--- src/rtl/wb_cpu_arbiter.sv ---
// Two-master Wishbone arbiter in front of the data (m0) and instruction (m1) CMUs.
// Ownership lasts a whole cyc; round-robin on ties; a watchdog force-completes hung strobes.
module wb_cpu_arbiter #(
   parameter int TIMEOUT  = 256,
   parameter int TO_WIDTH = 9
) (
   input  logic        wbm_clk_i,
   input  logic        rst,

   input  logic        m0_cyc_i,
   input  logic        m0_stb_i,
   input  logic [29:0] m0_addr_i,
   input  logic [2:0]  m0_cti_i,
   input  logic [1:0]  m0_bte_i,
   input  logic [3:0]  m0_sel_i,
   input  logic        m0_we_i,
   input  logic [31:0] m0_data_i,
   output logic [31:0] m0_data_o,
   output logic        m0_ack_o,

   input  logic        m1_cyc_i,
   input  logic        m1_stb_i,
   input  logic [29:0] m1_addr_i,
   input  logic [2:0]  m1_cti_i,
   input  logic [1:0]  m1_bte_i,
   input  logic [3:0]  m1_sel_i,
   input  logic        m1_we_i,
   input  logic [31:0] m1_data_i,
   output logic [31:0] m1_data_o,
   output logic        m1_ack_o,

   output logic        s_cyc_o,
   output logic        s_stb_o,
   output logic [29:0] s_addr_o,
   output logic [2:0]  s_cti_o,
   output logic [1:0]  s_bte_o,
   output logic [3:0]  s_sel_o,
   output logic        s_we_o,
   output logic [31:0] s_data_o,
   input  logic [31:0] s_data_i,
   input  logic        s_ack_i,

   output logic [1:0]  grant,
   output logic        bus_timeout
);

   typedef enum logic [1:0] {IDLE = 2'd0, OWN0 = 2'd1, OWN1 = 2'd2} state_t;

   localparam bit WD_EN = (TIMEOUT > 0);
   localparam logic [TO_WIDTH-1:0] WD_LAST = TO_WIDTH'((TIMEOUT > 0) ? TIMEOUT - 1 : 0);

   state_t              state;
   logic                last;
   logic [TO_WIDTH-1:0] wd_cnt;

   logic own0, own1, own_cyc, own_stb, wd_fire;

   assign own0    = (state == OWN0);
   assign own1    = (state == OWN1);
   assign own_cyc = (own0 & m0_cyc_i) | (own1 & m1_cyc_i);
   assign own_stb = (own0 & m0_cyc_i & m0_stb_i) | (own1 & m1_cyc_i & m1_stb_i);
   assign wd_fire = WD_EN && own_stb && !s_ack_i && (wd_cnt == WD_LAST);

   // On release the other master is checked first, so a CMU gap cycle can hand over the bus.
   always_ff @(posedge wbm_clk_i) begin
      if (rst) begin
         state  <= IDLE;
         last   <= 1'b1;
         wd_cnt <= '0;
      end else begin
         case (state)
            IDLE: begin
               if (m0_cyc_i && m1_cyc_i) state <= last ? OWN0 : OWN1;
               else if (m0_cyc_i)        state <= OWN0;
               else if (m1_cyc_i)        state <= OWN1;
               else                      state <= IDLE;
            end
            OWN0: begin
               if (!m0_cyc_i) begin
                  last  <= 1'b0;
                  state <= m1_cyc_i ? OWN1 : IDLE;
               end
            end
            OWN1: begin
               if (!m1_cyc_i) begin
                  last  <= 1'b1;
                  state <= m0_cyc_i ? OWN0 : IDLE;
               end
            end
            default: state <= IDLE;
         endcase

         // own_cyc low covers IDLE and the release cycle of an owner change.
         if (!WD_EN || !own_cyc || s_ack_i || wd_fire)
            wd_cnt <= '0;
         else if (own_stb)
            wd_cnt <= wd_cnt + TO_WIDTH'(1);
      end
   end

   always_comb begin
      s_addr_o = '0;
      s_cti_o  = '0;
      s_bte_o  = '0;
      s_sel_o  = '0;
      s_we_o   = 1'b0;
      s_data_o = '0;
      if (own0) begin
         s_addr_o = m0_addr_i;
         s_cti_o  = m0_cti_i;
         s_bte_o  = m0_bte_i;
         s_sel_o  = m0_sel_i;
         s_we_o   = m0_we_i;
         s_data_o = m0_data_i;
      end else if (own1) begin
         s_addr_o = m1_addr_i;
         s_cti_o  = m1_cti_i;
         s_bte_o  = m1_bte_i;
         s_sel_o  = m1_sel_i;
         s_we_o   = m1_we_i;
         s_data_o = m1_data_i;
      end
   end

   // A forced completion withdraws the strobe and returns zero data to the owner.
   assign s_cyc_o     = own_cyc;
   assign s_stb_o     = own_stb & ~wd_fire;
   assign m0_ack_o    = own0 & (wd_fire | (own_stb & s_ack_i));
   assign m1_ack_o    = own1 & (wd_fire | (own_stb & s_ack_i));
   assign m0_data_o   = (own0 && !wd_fire) ? s_data_i : 32'd0;
   assign m1_data_o   = (own1 && !wd_fire) ? s_data_i : 32'd0;
   assign grant       = {own1, own0};
   assign bus_timeout = wd_fire;

endmodule
--- config.mk ---
export PLATFORM = sky130hd
export DESIGN_NAME = wb_cpu_arbiter
export DESIGN_NICKNAME = d
export VERILOG_FILES = /design/src/rtl/wb_cpu_arbiter.sv
export SDC_FILE = /design/constraint.sdc
export NUM_CORES = 1
export LEC_CHECK = 0
export CORE_AREA = 2 2 126 128
export DETAILED_ROUTE_END_ITERATION = 6
export DIE_AREA = 0 0 128 130
export GPL_TIMING_DRIVEN = 0
export PLACE_DENSITY = 0.56
export SYNTH_ARGS = -nofsm -noshare
export SYNTH_HDL_FRONTEND = slang
export SYNTH_SLANG_ARGS = --single-unit
--- constraint.sdc ---
create_clock -name wbm_clk_i -period 3.1 [get_ports wbm_clk_i]
set_input_delay 0.62 -clock wbm_clk_i [delete_from_list [all_inputs] [get_ports wbm_clk_i]]
set_output_delay 0.62 -clock wbm_clk_i [all_outputs]
set_load 0.005 [all_outputs]
==> results of run 1 <==
==> through the flow <==
step                      util (%)  TNS (ps)  hold WS, ps  std cells
final                         36.8     -96.0          462        785
after global placement        34.6    -31180          450        766
after global routing          36.8     -1570          495        785
after CTS                     36.2     -1640          465        780
after detailed placement      34.6    -30220          461        766
after floorplan                  -         0          432        249
==> critical path: stages (launching register included) <==
cell and delay [ps]:
dfxtp_2 330, ha_4 160, and3_4 190, nand3_2 90, nor2_2 40, ha_2 180, nor2b_4 140, a21oi_4 280
buf_4 170, buf_6 90, and2_1 110, clkdlybuf4s50_1 490
==> placed cells by master, fill, tap and decap left out, drive strengths merged, types with 3 or more instances in the layout <==
master         instances
clkbuf                26
dfxtp                 12
a22o                  72
nand2                  7
clkdlybuf4s50        263
and2                  67
dlymetal6s2s          20
dlygate4sd2           39
nor2                  10
nand4b                 3
buf                   21
inv                    4
nand3b                 6
a21oi                 13
o21ai                  8
==> where the power goes <==
group          internal (W)  leakage [nW]  switching (W)
Combinational      0.000450          2.52       0.000217
Sequential         0.000157        0.0982     0.00000148
Clock              0.000195        0.0442      0.0000689
Total              0.000802          2.67       0.000287
==> cells by family after synthesis <==
kind of cell               after synthesis  synth area share, %
AOI/OAI and AO/OA                       97                 41.5
adders and majority gates                2                 1.36
buffers and inverters                   30                 7.15
DFF                                     12                 13.1
muxes                                    1                0.545
and+or+nand+nor                        107                 36.4
==> per-layer routing <==
metal	vias up	track usage [%]
li1	1611	-
met1	1554	18.6
met2	198	26.3
met3	8	5.70
met4	0	1.23
met5	-	0
==> final cells by class <==
| class | instances | area, um^2 |
|---|---|---|
| timing repair buffer | 340 | 3380 |
| tap | 192 | 240 |
| sequential | 12 | 243 |
| buffer | 26 | 185 |
| clock buffer | 4 | 88.8 |
| fill | 1600 | 9750 |
| multi-input combinational | 207 | 1530 |
| inverter | 4 | 15.0 |
==> state kept, by name, indices dropped and copies added (netlist names) <==
signal / flops
wd_cnt: 9
state: 2
last: 1
==> path summary, 6_finish.rpt <==
path                               start                endpoint  slack (ps)  cells after the start
setup / recovery  wd_cnt[1]$_SDFFE_PP0N_           m0_data_o[27]         -50                     11
hold / removal    wd_cnt[8]$_SDFFE_PP0N_  wd_cnt[8]$_SDFFE_PP0N_         460                      2
setup reg to reg  wd_cnt[1]$_SDFFE_PP0N_  wd_cnt[5]$_SDFFE_PP0N_        1010                     10
hold reg to reg   wd_cnt[8]$_SDFFE_PP0N_  wd_cnt[8]$_SDFFE_PP0N_         460                      2
==> synthesized netlist by cell type (all sizes together) <==
master,n
or3,1
and2,67
mux2i,1
nand2,7
nor2,10
or2,1
nand4,1
o22a,1
and3b,1
buf,6
a21oi,13
ha,2
a22o,72
or4,2
nor2b,2
nand3,1
inv,4
nand2b,2
dfxtp,12
nor3,1
and3,2
nand4b,3
nand3b,6
o21ai,8
a31oi,2
clkbuf,20
o22ai,1
==> repair_timing <==
action	4_1_cts	5_1_grt
cloned	2	1
setup buffers	8	4
pin swaps	5	4
resized for setup	79	40
hold buffers	0	0
endpoints found under the setup margin	68	33
==> metrics.md, run 1 <==
| Metric | Value |
|---|---|
| Initial Utilization | `a little under an eighth` |
| Syn Std Cell Area | `around 0.0018 mm^2` |
| Failing checks | `negative setup slack` |
| Hold Vio Cnt, Final | `0` |
| Syn Area/Cell | `7.38 um^2` |
| Clock Sinks | `12` |
| Cells after Synth | `about 250` |
| Wl on met1 | `a little under 6000 um` |
| H-tree Lvls | `1` |
| Register area share after synthesis | `a little over an eighth` |
| Static Leak | `~2.7 nW` |
| Slew margin rel. | `roughly two thirds` |
| Total GRT Usage | `15.1%` |
| Placed Area | `between 0.005 and 0.006 mm^2` |
| Total Power | `around 0.0011 W` |
| Gpl congestion | `0.759` |
| Max Slew Vio Count | `0` |
| Area contributors post-synth | `a22o_1 (34%), and2_1 (22%), dfxtp_1 (13%)` |
| Cts bufs inserted | `3` |
| Final Skew | `slightly above 4 ps` |
| DIE HEIGHT | `between 100 and 150 um` |
| Initial antenna violation count | `0` |
| Worst setup margin | `-48.3 ps` |
| Design Area, Final | `between 0.005 and 0.006 mm^2` |
| I/O Pins | `about 330` |
| I/O Buffers | `roughly 330` |
| Met2 WL post-DR | `between 7000 and 8000 um` |
| Area Overhead vs Synth | `209%` |
| Vias per Instance | `approximately 4.3` |
| Antenna cells | `0` |
| CP Class | `reg -> out` |
| Top Layer Used | `met4` |
| Per-cell routed wire length | `roughly 19 um` |
| Library cells used by synthesis | `33` |
| Root Driver | `clkbuf_16` |
| Die width | `~130 um` |
| Slew @ Worst Pin | `around 470 ps` |
| Min Clock Period, post-route | `3150 ps` |
| Synth area leader | `a22o_1` |
| Layout Nets | `779` |
| Tcrit/Tclk final | `102%` |
| Startpoint types | `flop` |
| GRT overflow | `0` |
| Worst slack, placed | `-567 ps` |
| Max-cap viol count | `0` |
| Post-DP HPWL | `~12,000 um` |
| Drt first pass iters | `4` |
| Worst hold path class | `reg -> reg` |
| Drt drc | `0` |
| Status | `finished, violations left` |
| Fmax | `~320 MHz` |
| CTS tree | `done` |
| Power per cell area | `192 mW/mm^2` |
| CP Data Required Time | `~2500 ps` |
| First-pass GRT wire length | `a little under 20,000 um` |
| Worst IR Drop VDD | `about 120 uV` |
| Total core area | `roughly 0.015 mm^2` |
| FP Rows | `between 40 and 50` |
| Final wirelength | `14,600 um` |
| Net Count, Synth | `approximately 430` |
| Synth top area share | `about a third` |
| Worst-Skew Late Latency | `240 ps` |
| CP max FO | `6` |
| Yosys warnings | `0` |
| Final setup fails | `3` |
| Critical Path End Type | `output port` |
| Largest net degree at the start of global routing | `11` |
| Arrival @ worst endpoint | `between 2000 and 3000 ps` |
| Seq cells post-synth | `12` |
| Vias in the first global route | `roughly 3,300` |
| DRT iter0 DRCs | `50` |
| Met3 wire length | `between 1500 and 2000 um` |
| DIE AREA | `between 0.015 and 0.02 mm^2` |
| CTS Buffer Depth | `2` |
| Unrepaired setup endpoints after global routing | `true` |
| Final ANT Viol Nets | `0` |
| Vias | `between 3,000 and 4,000` |
| Clock transition at path regs | `approximately 50 ps` |
| Share of layout cells above drive strength 1 | `under 10%` |
Power figures use the tool's default switching activity.
==> inputs of run 2 (changes only) <==
--- a/config.mk
+++ b/config.mk
@@ -5,6 +5,7 @@
 export SDC_FILE = /design/constraint.sdc
 export NUM_CORES = 1
 export LEC_CHECK = 0
+export CAP_MARGIN = 5
 export CORE_AREA = 2 2 126 128
 export DETAILED_ROUTE_END_ITERATION = 6
 export DIE_AREA = 0 0 128 130
==> constraint.sdc (replaced) <==
create_clock -name wbm_clk_i -period 3 [get_ports wbm_clk_i]
set_input_delay 0.6 -clock wbm_clk_i [delete_from_list [all_inputs] [get_ports wbm_clk_i]]
set_output_delay 0.6 -clock wbm_clk_i [all_outputs]
set_load 0.005 [all_outputs]
==> run 2 against run 1 <==
Compared with the run above: the run now ends clean; clock power is 3% higher; first-iteration DRC count is 54% higher; sequential power up 3%; global-route usage is 0.095 points higher; critical endpoint is now m1_data_o[16].
==> metrics.md, run 2 (synthesized netlist as in run 1, its figures left out) <==
| Metric | Value |
|---|---|
| Slowest-stage cell, CP | `dfxtp_2 (was clkdlybuf4s50_1)` |
| Final setup fails | `0 (was 3)` |
| Initial antenna violation count | `0 (unchanged)` |
| CP max FO | `6 (unchanged)` |
| Vias in the first global route | `3,326 (was 3,303)` |
| Slew @ Worst Pin | `477 ps (was 475 ps)` |
| FP Rows | `46 (unchanged)` |
| CP Class | `reg -> out (unchanged)` |
| Non-Filler Instances | `781 (was 785)` |
| Share of layout cells above drive strength 1 | `10.5% (was 9.61%)` |
| Most used cell, CP | `ha_4` |
| Total Power | `0.00112 W (was 0.00109 W)` |
| Fmax | `between 300 and 400 MHz` |
| Initial Utilization | `11.9% (unchanged)` |
| Commonest cells after routing, fill and taps aside | `clkdlybuf4s50_1 (256), a22o_1 (72), and2_1 (65), dlygate4sd2_1 (37), clkdlybuf4s15_1 (26) (was clkdlybuf4s50_1 (263), a22o_1 (72), and2_1 (66), dlygate4sd2_1 (39), dlymetal6s2s_1 (20))` |
| DRT iter0 DRCs | `77 (was 50)` |
| Worst hold path class | `reg -> reg (unchanged)` |
| Placed cell count | `766 (unchanged)` |
| Clock Sinks | `12 (unchanged)` |
| CP Data Required Time | `2400 ps (was 2480 ps)` |
| Final TNS setup | `0 ps (was -96.0 ps)` |
| Fin util | `36.5% (was 36.8%)` |
| Cts bufs inserted | `3 (unchanged)` |
| Max-cap viol count | `0 (unchanged)` |
| Vias per Instance | `4.33 (was 4.29)` |
| Final ANT Viol Nets | `0 (unchanged)` |
| Arrival @ worst endpoint | `2370 ps (was 2530 ps)` |
| Total core area | `0.0154 mm^2 (unchanged)` |
| Largest regs | `wd_cnt x9, state x2, last x1 (unchanged)` |
| CTS tree | `done (unchanged)` |
| Max Slew Vio Count | `0 (unchanged)` |
| CTS Buffer Depth | `2 (unchanged)` |
| Static Leak | `2.38 nW (was 2.67 nW)` |
| Final wirelength | `14,500 um (was 14,600 um)` |
| Layout Nets | `775 (was 779)` |
| Worst setup margin | `33.6 ps (was -48.3 ps)` |
| Hold Vio Cnt, Final | `0 (unchanged)` |
| Status | `complete, no violations (was finished, violations left)` |
| Largest Register | `wd_cnt (unchanged)` |
| Max stage delay on crit path | `350 ps (was 490 ps)` |
| Min Clock Period, post-route | `a little under 3000 ps` |
| Worst slack, placed | `-627 ps (was -567 ps)` |
| Worst-Skew Late Latency | `240 ps (about the same)` |
| I/O Buffers | `325 (unchanged)` |
| H-tree Lvls | `1 (unchanged)` |
| DIE HEIGHT | `130 um (unchanged)` |
| DIE AREA | `0.0166 mm^2 (unchanged)` |
| Crit-path cells | `ha_4 > and3_4 > nand3_4 > nor2_4 > ha_4 > nor2b_4 > buf_6 > a21oi_4 > buf_12 > buf_4 > and2_1 > dlygate4sd2_1 (was ha_4 > and3_4 > nand3_2 > nor2_2 > ha_2 > nor2b_4 > a21oi_4 > buf_4 > buf_6 > and2_1 > clkdlybuf4s50_1)` |
| Tcrit/Tclk final | `a little over nine tenths` |
| Vias | `3,383 (was 3,371)` |
| Gpl congestion | `0.759 (unchanged)` |
| Hold Buf Count CTS | `0 (unchanged)` |
| Die width | `128 um (unchanged)` |
| Slew margin rel. | `68.2% (was 68.4%)` |
| Root Driver | `clkbuf_16 (unchanged)` |
| First-pass GRT wire length | `19,400 um (was 19,200 um)` |
| Total GRT Usage | `15.2% (was 15.1%)` |
| Power per cell area | `198 mW/mm^2 (was 192 mW/mm^2)` |
| Clock transition at path regs | `50 ps (about the same)` |
| Final Skew | `4.28 ps (was 4.03 ps)` |
| GRT overflow | `0 (unchanged)` |
| Commonest non-fill, non-tap cell in the layout | `clkdlybuf4s50_1 (unchanged)` |
| Antenna cells | `0 (unchanged)` |
| Drt first pass iters | `4 (unchanged)` |
| Post-DP HPWL | `12,200 um (unchanged)` |
| Largest net degree at the start of global routing | `11 (unchanged)` |
| I/O Pins | `326 (unchanged)` |
| Per-cell routed wire length | `18.5 um (about the same)` |
| Drt drc | `0 (unchanged)` |
| Critical Path End Type | `output port (unchanged)` |
| Unrepaired setup endpoints after global routing | `true (unchanged)` |
| Largest register FFs | `9 (unchanged)` |
| Startpoint types | `flop (unchanged)` |
| Worst IR Drop VDD | `131 uV (was 123 uV)` |
| Area Overhead vs Synth | `207% (was 209%)` |
[run 2: repair_timing]
item                                    in CTS  in global routing
pin swaps                                    6                  7
endpoints found under the setup margin      73                 82
endpoints found under the hold margin        0                  0
resized for setup                          115                 52
gates cloned                                 2                  0
setup buffers                                9                  3
[run 2: stage by stage]
step                instance area (um^2)  hold WS (ps)
finish                              5640           460
global route                        5640           495
CTS                                 5600           465
detailed placement                  5330           461
global placement                    5330           450
floorplan                           1840           432
[run 2: layer usage]
layer	vias up	global-route usage [%]	wire [um]
li1	1601	-	-
met1	1564	18.8	5880
met2	206	26.5	6990
met3	12	5.70	1530
met4	0	1.23	68
met5	-	0	0
[run 2: power by group]
part	total, W	leakage (nW)	switching (W)	internal [W]
clock network	0.000273	0.0442	0.0000714	0.000201
registers	0.000164	0.0982	0.00000153	0.000163
logic	0.000682	2.23	0.000223	0.000458
[run 2: final cells by class]
cell class | instances | area (um^2)
fillers | 1590 | 9790
repair buffers | 337 | 3300
multi-input cells | 207 | 1550
flip-flops and latches | 12 | 243
well taps | 192 | 240
plain buffers | 25 | 195
clock buffers | 4 | 88.8
inverters | 4 | 20.0
[run 2: path summary, 6_finish.rpt]
path                                from  slack, ps  cells after the start                     end
hold reg to reg   wd_cnt[8]$_SDFFE_PP0N_        460                      2  wd_cnt[8]$_SDFFE_PP0N_
setup / recovery  wd_cnt[0]$_SDFFE_PP0N_         30                     12           m1_data_o[16]
setup reg to reg  wd_cnt[1]$_SDFFE_PP0N_        910                     10  wd_cnt[5]$_SDFFE_PP0N_
hold / removal    wd_cnt[8]$_SDFFE_PP0N_        460                      2  wd_cnt[8]$_SDFFE_PP0N_
[run 2: worst max-delay path, delay by kind of cell (launching register included)]
family                     cells  cell delay (ps)
adders and majority gates      2              270
and+or+nand+nor                5              780
DFF                            1              350
buffers and inverters          4              680
AOI/OAI and AO/OA              1               60
==> inputs of run 3 (changes only) <==
--- a/config.mk
+++ b/config.mk
@@ -5,12 +5,13 @@
 export SDC_FILE = /design/constraint.sdc
 export NUM_CORES = 1
 export LEC_CHECK = 0
-export CAP_MARGIN = 5
+export CAP_MARGIN = 20
 export CORE_AREA = 2 2 126 128
 export DETAILED_ROUTE_END_ITERATION = 6
 export DIE_AREA = 0 0 128 130
 export GPL_TIMING_DRIVEN = 0
 export PLACE_DENSITY = 0.56
+export REMOVE_ABC_BUFFERS = 1
 export SYNTH_ARGS = -nofsm -noshare
 export SYNTH_HDL_FRONTEND = slang
 export SYNTH_SLANG_ARGS = --single-unit
==> run 3 against run 2 <==
Compared with the run above: clock-buffer cell count decreased by 1; routed wire length fell by 15%; cell area is 0.40% lower; sequential share of layout area about the same; clock skew decreased by 2.0 ps; power fell by 4.8%.
==> metrics.md, run 3 (synthesized netlist as in run 1, its figures left out) <==
| Metric | Value |
|---|---|
| Share of layout cells above drive strength 1 | `7.19% (was 10.5%)` |
| Largest net degree at the start of global routing | `52 (was 11)` |
| Worst hold path class | `reg -> reg (unchanged)` |
| Arrival @ worst endpoint | `2310 ps (was 2370 ps)` |
| Switching part of the total | `25.5% (was 26.5%)` |
| CP Class | `reg -> out (unchanged)` |
| Post-DP HPWL | `9980 um (was 12,200 um)` |
| Non-Filler Instances | `762 (was 781)` |
| CP max FO | `14 (was 6)` |
| DIE HEIGHT | `130 um (unchanged)` |
| Register area | `244 um^2 (was 243 um^2)` |
| Most used cell, CP | `ha_4 (unchanged)` |
| Slew @ Worst Pin | `442 ps (was 477 ps)` |
| Gpl congestion | `0.732 (was 0.759)` |
| Power per cell area | `190 mW/mm^2 (was 198 mW/mm^2)` |
| Worst IR Drop VDD | `139 uV (was 131 uV)` |
| Initial Utilization | `11.9% (unchanged)` |
| Vias | `3,231 (was 3,383)` |
| Total Power | `0.00106 W (was 0.00112 W)` |
| Largest register FFs | `9 (unchanged)` |
| Min Clock Period, post-route | `2910 ps (was 2970 ps)` |
| Slew margin rel. | `70.5% (was 68.2%)` |
| Static Leak | `2.62 nW (was 2.38 nW)` |
| Slowest-stage cell, CP | `dfxtp_2 (unchanged)` |
| CP bufs+invs | `3 (was 4)` |
| Multi-input gate area | `0.00156 mm^2 (was 0.00155 mm^2)` |
| Hold Vio Cnt, Final | `0 (unchanged)` |
| CP Data Required Time | `2400 ps (about the same)` |
| Root Driver | `clkbuf_16 (unchanged)` |
| Fill cells | `1,560 (was 1,590)` |
| Switch Pwr | `0.000271 W (was 0.000296 W)` |
| Drt drc | `0 (unchanged)` |
| Clock transition at path regs | `40 ps (was 50 ps)` |
| Final wirelength | `12,400 um (was 14,500 um)` |
| Total GRT Usage | `12.4% (was 15.2%)` |
| Delay-heaviest family, CP | `simple AND/OR/NAND/NOR gates (unchanged)` |
| Initial antenna violation count | `0 (unchanged)` |
| Comb power frac | `61.8% (was 60.9%)` |
| Commonest non-fill, non-tap cell in the layout | `clkdlybuf4s50_1 (unchanged)` |
| CTS tree | `done (unchanged)` |
| Area Overhead vs Synth | `205% (was 207%)` |
| Internal power | `0.000794 W (was 0.000822 W)` |
| Clock Sinks | `12 (unchanged)` |
| Per-cell routed wire length | `16.2 um (was 18.5 um)` |
| Fmax | `343 MHz (was 337 MHz)` |
| Final Skew | `2.30 ps (was 4.28 ps)` |
| I/O Pins | `326 (unchanged)` |
| Critical Path End Type | `output port (unchanged)` |
| Layout Nets | `757 (was 775)` |
| Largest regs | `wd_cnt x9, state x2, last x1 (unchanged)` |
| DRT iter0 DRCs | `87 (was 77)` |
| Crit-path cells | `ha_4 > and3_4 > nand3_4 > nor2_4 > ha_4 > nor2b_4 > a21oi_4 > buf_6 > clkbuf_16 > and2_1 > dlygate4sd2_1 (was ha_4 > and3_4 > nand3_4 > nor2_4 > ha_4 > nor2b_4 > buf_6 > a21oi_4 > buf_12 > buf_4 > and2_1 > dlygate4sd2_1)` |
| Final ANT Viol Nets | `0 (unchanged)` |
| Cts bufs inserted | `3 (unchanged)` |
| Tcrit/Tclk final | `97.1% (was 98.9%)` |
| H-tree Lvls | `1 (unchanged)` |
| Vias in the first global route | `3,002 (was 3,326)` |
| Drt first pass iters | `4 (unchanged)` |
| Startpoint types | `flop (unchanged)` |
| Clock share of power | `22.4% (was 24.4%)` |
| FP Rows | `46 (unchanged)` |
| Worst-Skew Late Latency | `240 ps (about the same)` |
| Vias per Instance | `4.24 (was 4.33)` |
| Placed cell count | `744 (was 766)` |
| Max stage delay on crit path | `350 ps (about the same)` |
| Crit path depth | `11 (was 12)` |
| Hold Buf Count CTS | `0 (unchanged)` |
| Max-cap viol count | `0 (unchanged)` |
| Max Slew Vio Count | `0 (unchanged)` |
| Antenna cells | `0 (unchanged)` |
| Commonest cells after routing, fill and taps aside | `clkdlybuf4s50_1 (260), a22o_1 (72), and2_1 (65), dlygate4sd2_1 (43), dlymetal6s2s_1 (21) (was clkdlybuf4s50_1 (256), a22o_1 (72), and2_1 (65), dlygate4sd2_1 (37), clkdlybuf4s15_1 (26))` |
| Status | `complete, no violations (unchanged)` |
| Total core area | `0.0154 mm^2 (unchanged)` |
| Die width | `128 um (unchanged)` |
| DIE AREA | `0.0166 mm^2 (unchanged)` |
| Largest Register | `wd_cnt (unchanged)` |
| Flop pwr share | `15.8% (was 14.7%)` |
| Hold depth | `2 (unchanged)` |
| I/O Buffers | `325 (unchanged)` |
| Final setup fails | `0 (unchanged)` |
| GRT overflow | `0 (unchanged)` |
| CTS Buffer Depth | `2 (unchanged)` |
| R2R depth | `9 (was 10)` |
| First-pass GRT wire length | `16,400 um (was 19,400 um)` |
-- run 3: final cells by class --
type,instances,share of cell area (%)
Clock buffer,3,1.34
Multi-Input combinational cell,207,27.7
Timing Repair Buffer,344,61.9
Sequential cell,12,4.35
Inverter,4,0.446
Tap cell,192,4.28
-- run 3: path summary, 6_finish.rpt --
path	from	end	slack [ps]
hold / removal	wd_cnt[8]$_SDFFE_PP0N_	wd_cnt[8]$_SDFFE_PP0N_	450
setup reg to reg	wd_cnt[0]$_SDFFE_PP0N_	wd_cnt[5]$_SDFFE_PP0N_	1110
setup / recovery	wd_cnt[0]$_SDFFE_PP0N_	m1_data_o[16]	90
hold reg to reg	wd_cnt[8]$_SDFFE_PP0N_	wd_cnt[8]$_SDFFE_PP0N_	450
-- run 3: metal layers --
| layer | up-vias | share of wire (%) | track usage [%] |
|---|---|---|---|
| li1 | 1573 | - | - |
| met1 | 1464 | 39 | 14.6 |
| met2 | 190 | 52 | 23.5 |
| met3 | 4 | 8.6 | 2.95 |
| met4 | 0 | 0.35 | 1.36 |
| met5 | - | 0 | 0 |
-- run 3: power by group through the flow --
stage	Sequential [W]	Combinational, W	Clock [W]
after floorplan	0.000170	0.000153	0
after global placement	0.000170	0.000643	0
after detailed placement	0.000171	0.000656	0
after CTS	0.000168	0.000656	0.000246
after global routing	0.000169	0.000702	0.000256
final	0.000168	0.000658	0.000238
-- run 3: stage by stage --
stage | hold WS [ps] | setup WS (ps) | setup TNS, ps | instance area [um^2] | util (%)
after CTS | 451 | -41.6 | -106 | 5450 | 35.4
after detailed placement | 447 | -592 | -26990 | 5290 | 34.3
after global placement | 453 | -1390 | -88240 | 5220 | 33.8
after floorplan | 432 | 38.2 | 0 | 1720 | -
final | 449 | 88.4 | 0 | 5610 | 36.4
after global routing | 488 | -3.58 | -3.58 | 5610 | 36.4
-- run 3: timing repair --
| item | CTS | global route |
|---|---|---|
| setup buffers | 6 | 8 |
| gates cloned | 0 | 1 |
| endpoints found under the setup margin | 69 | 39 |
| pin swaps | 5 | 0 |
| resized for setup | 64 | 28 |
| endpoints found under the hold margin | 0 | 0 |
-- run 3: tightest hold or removal path, delay by kind of cell (launching register included) --
kind / cells / cell delay (ps)
DFF: 1 / 300
and+or+nand+nor: 1 / 50
AOI/OAI and AO/OA: 1 / 50
